File: src/rtl/sseg_display_arbiter.sv
// -----------------------------------------------------------------------------
// sseg_display_arbiter
//
// Shares an 8-digit, active-low seven-segment display between two pattern
// sources. A refresh divider scans the digits continuously. The display is
// granted to one source at a time, and grants change only at frame (full scan)
// boundaries so the display never tears. A hold counter and a priority pointer
// keep the sharing round-robin fair when both sources request.
//
// Parameters:
//   REFRESH_DIV : clock cycles spent on each digit (>= 2)
//   HOLD_SCANS  : minimum frames a grant is held under contention (>= 1)
//
// Ports:
//   clk        : system clock, rising edge
//   rst        : synchronous active-high reset
//   req[1:0]   : per-source display request
//   frame0     : source 0 patterns, byte k drives digit k (active-low, bit 7 = dp)
//   frame1     : source 1 patterns, same layout
//   grant[1:0] : one-hot current owner, 00 = idle (this is the arbiter state)
//   an[7:0]    : active-low digit enables, registered
//   sseg[7:0]  : active-low segments, registered
//   frame_tick : one-cycle pulse in the last cycle of each frame
//
// Handshake: req is level-sensitive and sampled only in the frame_tick cycle;
// the grant decided there takes effect on the edge that ends that cycle.
// -----------------------------------------------------------------------------
module sseg_display_arbiter #(
  parameter int REFRESH_DIV = 100000,
  parameter int HOLD_SCANS  = 16
) (
  input  logic        clk,
  input  logic        rst,
  input  logic [1:0]  req,
  input  logic [63:0] frame0,
  input  logic [63:0] frame1,
  output logic [1:0]  grant,
  output logic [7:0]  an,
  output logic [7:0]  sseg,
  output logic        frame_tick
);

  localparam int CW = (REFRESH_DIV > 1) ? $clog2(REFRESH_DIV) : 1;
  localparam int HW = (HOLD_SCANS > 1) ? $clog2(HOLD_SCANS) : 1;
  localparam logic [CW-1:0] CNT_LAST = CW'(REFRESH_DIV - 1);
  localparam logic [HW-1:0] HOLD_MAX = HW'(HOLD_SCANS - 1);

  // State encoding equals the one-hot grant value, so grant is the state.
  typedef enum logic [1:0] {
    IDLE   = 2'b00,
    GRANT0 = 2'b01,
    GRANT1 = 2'b10
  } state_t;

  state_t          state;
  logic [CW-1:0]   cnt;
  logic [2:0]      idx;
  logic [HW-1:0]   hold;
  logic            pri;

  assign grant      = state;
  assign frame_tick = (cnt == CNT_LAST) && (idx == 3'd7);

  // Refresh divider and digit scan; runs regardless of grant.
  always_ff @(posedge clk) begin
    if (rst) begin
      cnt <= '0;
      idx <= 3'd0;
    end else if (cnt == CNT_LAST) begin
      cnt <= '0;
      idx <= idx + 3'd1;
    end else begin
      cnt <= cnt + CW'(1);
    end
  end

  // Arbiter. Decisions are made only in the frame_tick cycle. Any change of
  // owner (including to/from idle) restarts the hold count; every new grant
  // points the priority at the other source.
  always_ff @(posedge clk) begin
    if (rst) begin
      state <= IDLE;
      hold  <= '0;
      pri   <= 1'b0;
    end else if (frame_tick) begin
      case (state)
        IDLE: begin
          if (req == 2'b01 || (req == 2'b11 && !pri)) begin
            state <= GRANT0;
            hold  <= '0;
            pri   <= 1'b1;
          end else if (req == 2'b10 || (req == 2'b11 && pri)) begin
            state <= GRANT1;
            hold  <= '0;
            pri   <= 1'b0;
          end
        end
        GRANT0: begin
          if (!req[0]) begin
            hold <= '0;
            if (req[1]) begin
              state <= GRANT1;
              pri   <= 1'b0;
            end else begin
              state <= IDLE;
            end
          end else if (req[1] && hold == HOLD_MAX) begin
            state <= GRANT1;
            hold  <= '0;
            pri   <= 1'b0;
          end else if (hold != HOLD_MAX) begin
            hold <= hold + HW'(1);
          end
        end
        GRANT1: begin
          if (!req[1]) begin
            hold <= '0;
            if (req[0]) begin
              state <= GRANT0;
              pri   <= 1'b1;
            end else begin
              state <= IDLE;
            end
          end else if (req[0] && hold == HOLD_MAX) begin
            state <= GRANT0;
            hold  <= '0;
            pri   <= 1'b1;
          end else if (hold != HOLD_MAX) begin
            hold <= hold + HW'(1);
          end
        end
        default: begin
          state <= IDLE;
          hold  <= '0;
        end
      endcase
    end
  end

  // Pin drivers, registered from the pre-edge digit index and owner.
  // The frame inputs are sampled live.
  always_ff @(posedge clk) begin
    if (rst) begin
      an   <= 8'hFF;
      sseg <= 8'hFF;
    end else begin
      case (state)
        GRANT0: begin
          an   <= ~(8'b1 << idx);
          sseg <= frame0[{idx, 3'b000} +: 8];
        end
        GRANT1: begin
          an   <= ~(8'b1 << idx);
          sseg <= frame1[{idx, 3'b000} +: 8];
        end
        default: begin
          an   <= 8'hFF;
          sseg <= 8'hFF;
        end
      endcase
    end
  end

endmodule

File: config.mk
export PLATFORM = sky130hd
export DESIGN_NAME = sseg_display_arbiter
export DESIGN_NICKNAME = d
export VERILOG_FILES = /design/src/rtl/sseg_display_arbiter.sv
export SDC_FILE = /design/constraint.sdc
export NUM_CORES = 1
export LEC_CHECK = 0
export CAP_MARGIN = 20
export CORE_MARGIN = 2
export CORE_UTILIZATION = 41
export CTS_CLUSTER_DIAMETER = 50
export DETAILED_ROUTE_END_ITERATION = 16
export PLACE_DENSITY_LB_ADDON = 0.25
export SLEW_MARGIN = 20
export SYNTH_ARGS = -nofsm -noshare
export SYNTH_HDL_FRONTEND = slang
export SYNTH_SLANG_ARGS = --single-unit
File: constraint.sdc
create_clock -name clk -period 2.31 [get_ports clk]
set_input_delay 0.462 -clock clk [delete_from_list [all_inputs] [get_ports clk]]
set_output_delay 0.462 -clock clk [all_outputs]
set_load 0.005 [all_outputs]
# == After elaboration in Yosys (flattened, before gate mapping) ==
# Index checks and enable logic that the tools add are counted.
# word_totals
reg_bits,43
latch_bits,0
ramBits,0
mem_bits_ro,0
inputBits,132
word_cells,72
memories,0
# op_classes
add_sub_neg,3
multipliers,0
div,0
magnitude_cmp,0
n_eq_ne,14
shifts,3
muxes,27
bitwise_logic,2
n_reduce_logical,16
# op_table
op,n
indexed part select 64 x 7 -> 8 bit,2
2-to-1 mux 4 bit,7
"adder 17 x 1 -> 17 bit, second input constant",1
"== test 17 bit, second input constant",1
one-hot mux 8 bit (2 select lines),1
"inequality test 3 bit, second input constant",5
2-to-1 mux 2 bit,7
one-hot mux 4 bit (3 select lines),1
2-to-1 mux 1 bit,9
NOT 8 bit,1
"<< shifter 1 x 3 -> 8 bit, first input constant",1
AND reduction 7 bit,1
"== test 2 bit, second input constant",3
one-hot mux 2 bit (3 select lines),1
OR reduction 2 bit,3
logical AND 1 bit,5
"adder 4 x 1 -> 4 bit, second input constant",1
"== test 2 x 1 -> 1 bit, second input constant",2
"== test 4 bit, second input constant",1
"inequality test 4 bit, second input constant",1
AND reduction 4 bit,1
"adder 3 x 1 -> 3 bit, second input constant",1
"== test 3 bit, second input constant",1
one-hot mux 1 bit (3 select lines),1
other kinds (6),7

# == Logic depth before layout (Yosys ltp) ==
# Gate-level depths: netlist (run 1).
# depth
ltp_word,6
depth_mapped,8
mapped_depth_nobuf,6

# == Worst setup path before layout (run 1) ==
# Ideal clock, no wire load.
# synth_path
kind,register to register
startpoint,"register state[0], in the netlist grant[0]"
endpoint,"register state[1], in the netlist grant[1]"
setup_ns,0.121
arrival_time_ns,1.800
required_ns,2.189
setup_slack_ns,0.389
stages_incl_launch_ff,8
period_less_slack_ns,1.921
cell_sequence,dfxtp_1 -> inv_1 -> ha_1 -> buf_6 -> and2_4 -> a22o_1 -> nor3_2 -> mux2_2
# synth_between
elab_chain_cells,3
# synth_lines
item,line_no,rtl
from (decl),55,state_t state;
from (signal assigned),82,state <= IDLE;
from (signal assigned),89,state <= GRANT0;
from (signal assigned),93,state <= GRANT1;
== test 2 bit (tied with other cells),86,case (state)
inequality test 3 bit (no line),--,
AND reduction 4 bit (no line),--,
# Parallel ways exist; a longest one is shown, timed or not.
# A chain may end at the register's enable or synchronous reset.

# == Worst setup path after layout (run 1) ==
# layout_path
startpoint,register cnt[8]
endpoint,output frame_tick
# layout_between
elab_chain_cells,2
# layout_lines
item,line_no,rtl
from (decl),56,logic [CW-1:0] cnt;
from (signal assigned),73,cnt <= cnt + CW'(1);
== test 17 bit,62,assign frame_tick = (cnt == CNT_LAST) && (idx == 3'd7);
logical AND 1 bit,62,
to (decl),40,output logic frame_tick
# Every way passes these cells.

==> flow_metrics.tcl, run 1 <==
set metrics [dict create \
    post-route-util_pct 69.24 \
    antenna_found_initial 0 \
    tightest_slew_ns 0.4342 \
    root_buffer "clkbuf_8" \
    setup_viol 0 \
    crit_buf_inv 1 \
    netlist_instances 275 \
    clock.fmax_mhz 443.4 \
    antenna_left 0 \
    combPwrFrac_pct 20.3 \
    hold_viol 0 \
    grtUsageTotal_pct 24.50 \
    switching_share_pct 20.50 \
    slowest_stage "clkdlybuf4s50_1" \
    p_per_area_mw_per_mm2 335.7 \
    grt_pass1_wl_um 14600 \
    antennaDiodeCount 0 \
    p_sw_mw 0.3273 \
    leakagePower_nw 1.716 \
    clk_pin_slew_ns 0.08 \
    worstHoldStart "cnt[15]" \
    insertion_delay_ns 0.29 \
    place.gp.congestion 0.8097 \
    initial_core_util_pct 43.06 \
    cts_tree "built" \
    max-clock-path-buffers 2 \
    synth_nets 419 \
    htree_levels 2 \
    async_flop_share_pct 0 \
    route.vias.total 2921 \
    hp-class "reg -> reg" \
    dieArea_sq_mm 0.007909 \
    drc 0 \
    crit_start "cnt[8]" \
    place_area_sq_mm 0.004592 \
    pin_count 151 \
    path_delay_family "simple AND/OR/NAND/NOR gates" \
    ir_drop_mv 0.2350 \
    fin_skew_ns 0.002933 \
    end_kind "output pin" \
    max_cap_viol_count 0 \
    netlist_area_sq_mm 0.002958 \
    fin_tns_setup_ns 0 \
    mostFrequentLayoutCells "clkdlybuf4s50_1, dfxtp_1, mux4_2, nand2_1, nor2_1" \
    holdWs_ns 0.4969 \
    dpl_worst_slack_ns 0.09751 \
    layout_commonest_cell "clkdlybuf4s50_1" \
    vias_per_cell 5.522 \
    avgRoutedWirePerCell_um 19.47 \
    fp.coreArea_sq_mm 0.006869 \
    num-nets-final 576 \
    die_x_um 88.94 \
    clock_sinks 43 \
    grt_max_degree 28 \
    num_rows 30 \
    finalInstanceArea_sq_mm 0.004756 \
    hpwl_um 8305 \
    drive_gt1_share_pct 18.71 \
    finalMaxSlewViolations 0 \
    internal_power_mw 1.269 \
    start_kind "flop" \
    finalCritPeriodShare_pct 97.64 \
    status "complete, no violations" \
    cts_inserted_buffers 5 \
    seq_area_frac_synth_pct 29.10 \
    dr.pass1.iters 4 \
    synthDistinctLibCells 59 \
    drt_iter0_markers 112 \
    grt_pass1_vias 2865 \
    finalCriticalPeriod_ns 2.256 \
    worstSetupPathType "reg -> out" \
    grt_overflow_total 0 \
    reg2reg_from "grant[0]" \
    arrival_ns 1.79 \
    p_seq_share_pct 47.0 \
    syn_avg_cell_area_sq_um 10.76 \
    ys.flop_type "dfxtp_1" \
    clkPwrFrac_pct 32.7 \
    required_ns 1.85 \
    crit_chain "and4bb_1 > and3b_1 > and3_1 > clkdlybuf4s50_1" \
    numPortBuffers 150 \
    critPathMaxFanout 6 \
    synth_warnings 0 \
    synth_edf_count 0 \
    rsz0062_at_grt "false" \
    totalWireLength_um 10300 \
    ys_seq_elements 43 \
    area_delta_synth_final_pct 60.79 \
    die-height_um 88.94 \
    cpPeakStageDelay_ns 0.50 \
    worst_slack_ns 0.05448 \
    max_slew_margin_pct 71.06 \
]
## final cells by class
cell class / instances / area [sq um]
clock buffers: 8 / 100.1
multi-input cells: 209 / 1999
well taps: 96 / 120.1
flip-flops and latches: 43 / 867.1
inverters: 8 / 30.03
fillers: 553 / 2113
repair buffers: 165 / 1639
## sequential cells by signal (all words and copies together), names as in the netlist
name and flops:
cnt 17, an 8, sseg 8, hold 4, idx 3, grant 2
pri 1
## routing by layer
layer / vias up / global-route usage, % / routed length [um]
met4: 0 / 8.141 / 278
met5: - / 0 / 0
met3: 20 / 5.263 / 788
met1: 1415 / 29.48 / 3965
met2: 124 / 43.55 / 5270
li1: 1362 / - / -
## metrics by stage
step,std cells,power (mW)
5_1_grt,529,1.651
4_1_cts,529,1.599
2_1_floorplan,275,0.8392
6_report,529,1.597
3_5_place_dp,517,1.081
3_3_place_gp,517,1.073
## cells in the mapped netlist, types with 3 or more instances
library cell / number / area, sq um
mux2i_1: 9 / 90.09
nand3_1: 10 / 50.05
and4_1: 4 / 35.03
buf_4: 3 / 22.52
nor2_1: 24 / 90.09
a211oi_1: 3 / 22.52
clkbuf_1: 4 / 15.01
inv_1: 6 / 22.52
dfxtp_1: 43 / 860.8
and2_1: 3 / 18.77
xor2_1: 10 / 87.58
o21ai_0: 4 / 20.02
nand2_1: 28 / 105.1
mux4_2: 32 / 720.7
a32oi_1: 8 / 70.07
nand4_1: 10 / 62.56
a21oi_1: 8 / 40.04
xnor2_1: 4 / 35.03
buf_2: 4 / 20.02
ha_1: 12 / 150.1
## logic make-up (layout without fill, tap and decap cells)
logic type | after synthesis | in the layout | synth area share (%)
muxes | 42 | 42 | 27.79
buffers and inverters | 23 | 181 | 4.314
AOI/OAI and AO/OA | 37 | 37 | 9.560
DFF | 43 | 43 | 29.10
xor gates and xnor gates | 14 | 14 | 4.145
adders and majority gates | 12 | 12 | 5.076
and+or+nand+nor | 104 | 104 | 20.01
## power by group through the flow
stage	registers, mW	logic (mW)	clock network [mW]
2_1_floorplan	0.766	0.0731	0
3_3_place_gp	0.765	0.308	0
3_5_place_dp	0.766	0.315	0
4_1_cts	0.748	0.322	0.529
5_1_grt	0.751	0.341	0.559
6_report	0.750	0.325	0.522
## worst reg2reg max path: cells and delay by family (launching register included)
kind                       cells  cell delay (ns)
adders and majority gates      1             0.43
AOI/OAI and AO/OA              1             0.17
and+or+nand+nor                2             0.77
buffers and inverters          1             0.10
DFF                            1             0.43
## worst paths after layout
check                                   to  cells past startpoint  slack [ns]
worst max register to register     sseg[5]                      5        0.26
worst min-delay path               cnt[15]                      2        0.50
worst max-delay path            frame_tick                      4        0.05
worst min register to register     cnt[15]                      2        0.50
## what timing repair did
item	4_1_cts	5_1_grt
resized for setup	3	8
endpoints found under the setup margin	1	1
hold endpoints to repair	0	0
hold buffers	0	0
pin swaps	2	0
setup buffers	4	0
No activity file was read; power rests on OpenSTA's default activity.
==> inputs of run 2 (changes only) <==
Settings changed: HOLD_SLACK_MARGIN from default to 0.15, SLEW_MARGIN 20 to default.
==> results of run 2 <==
The final DEF is identical to that of run 1; final timing and power are the same.
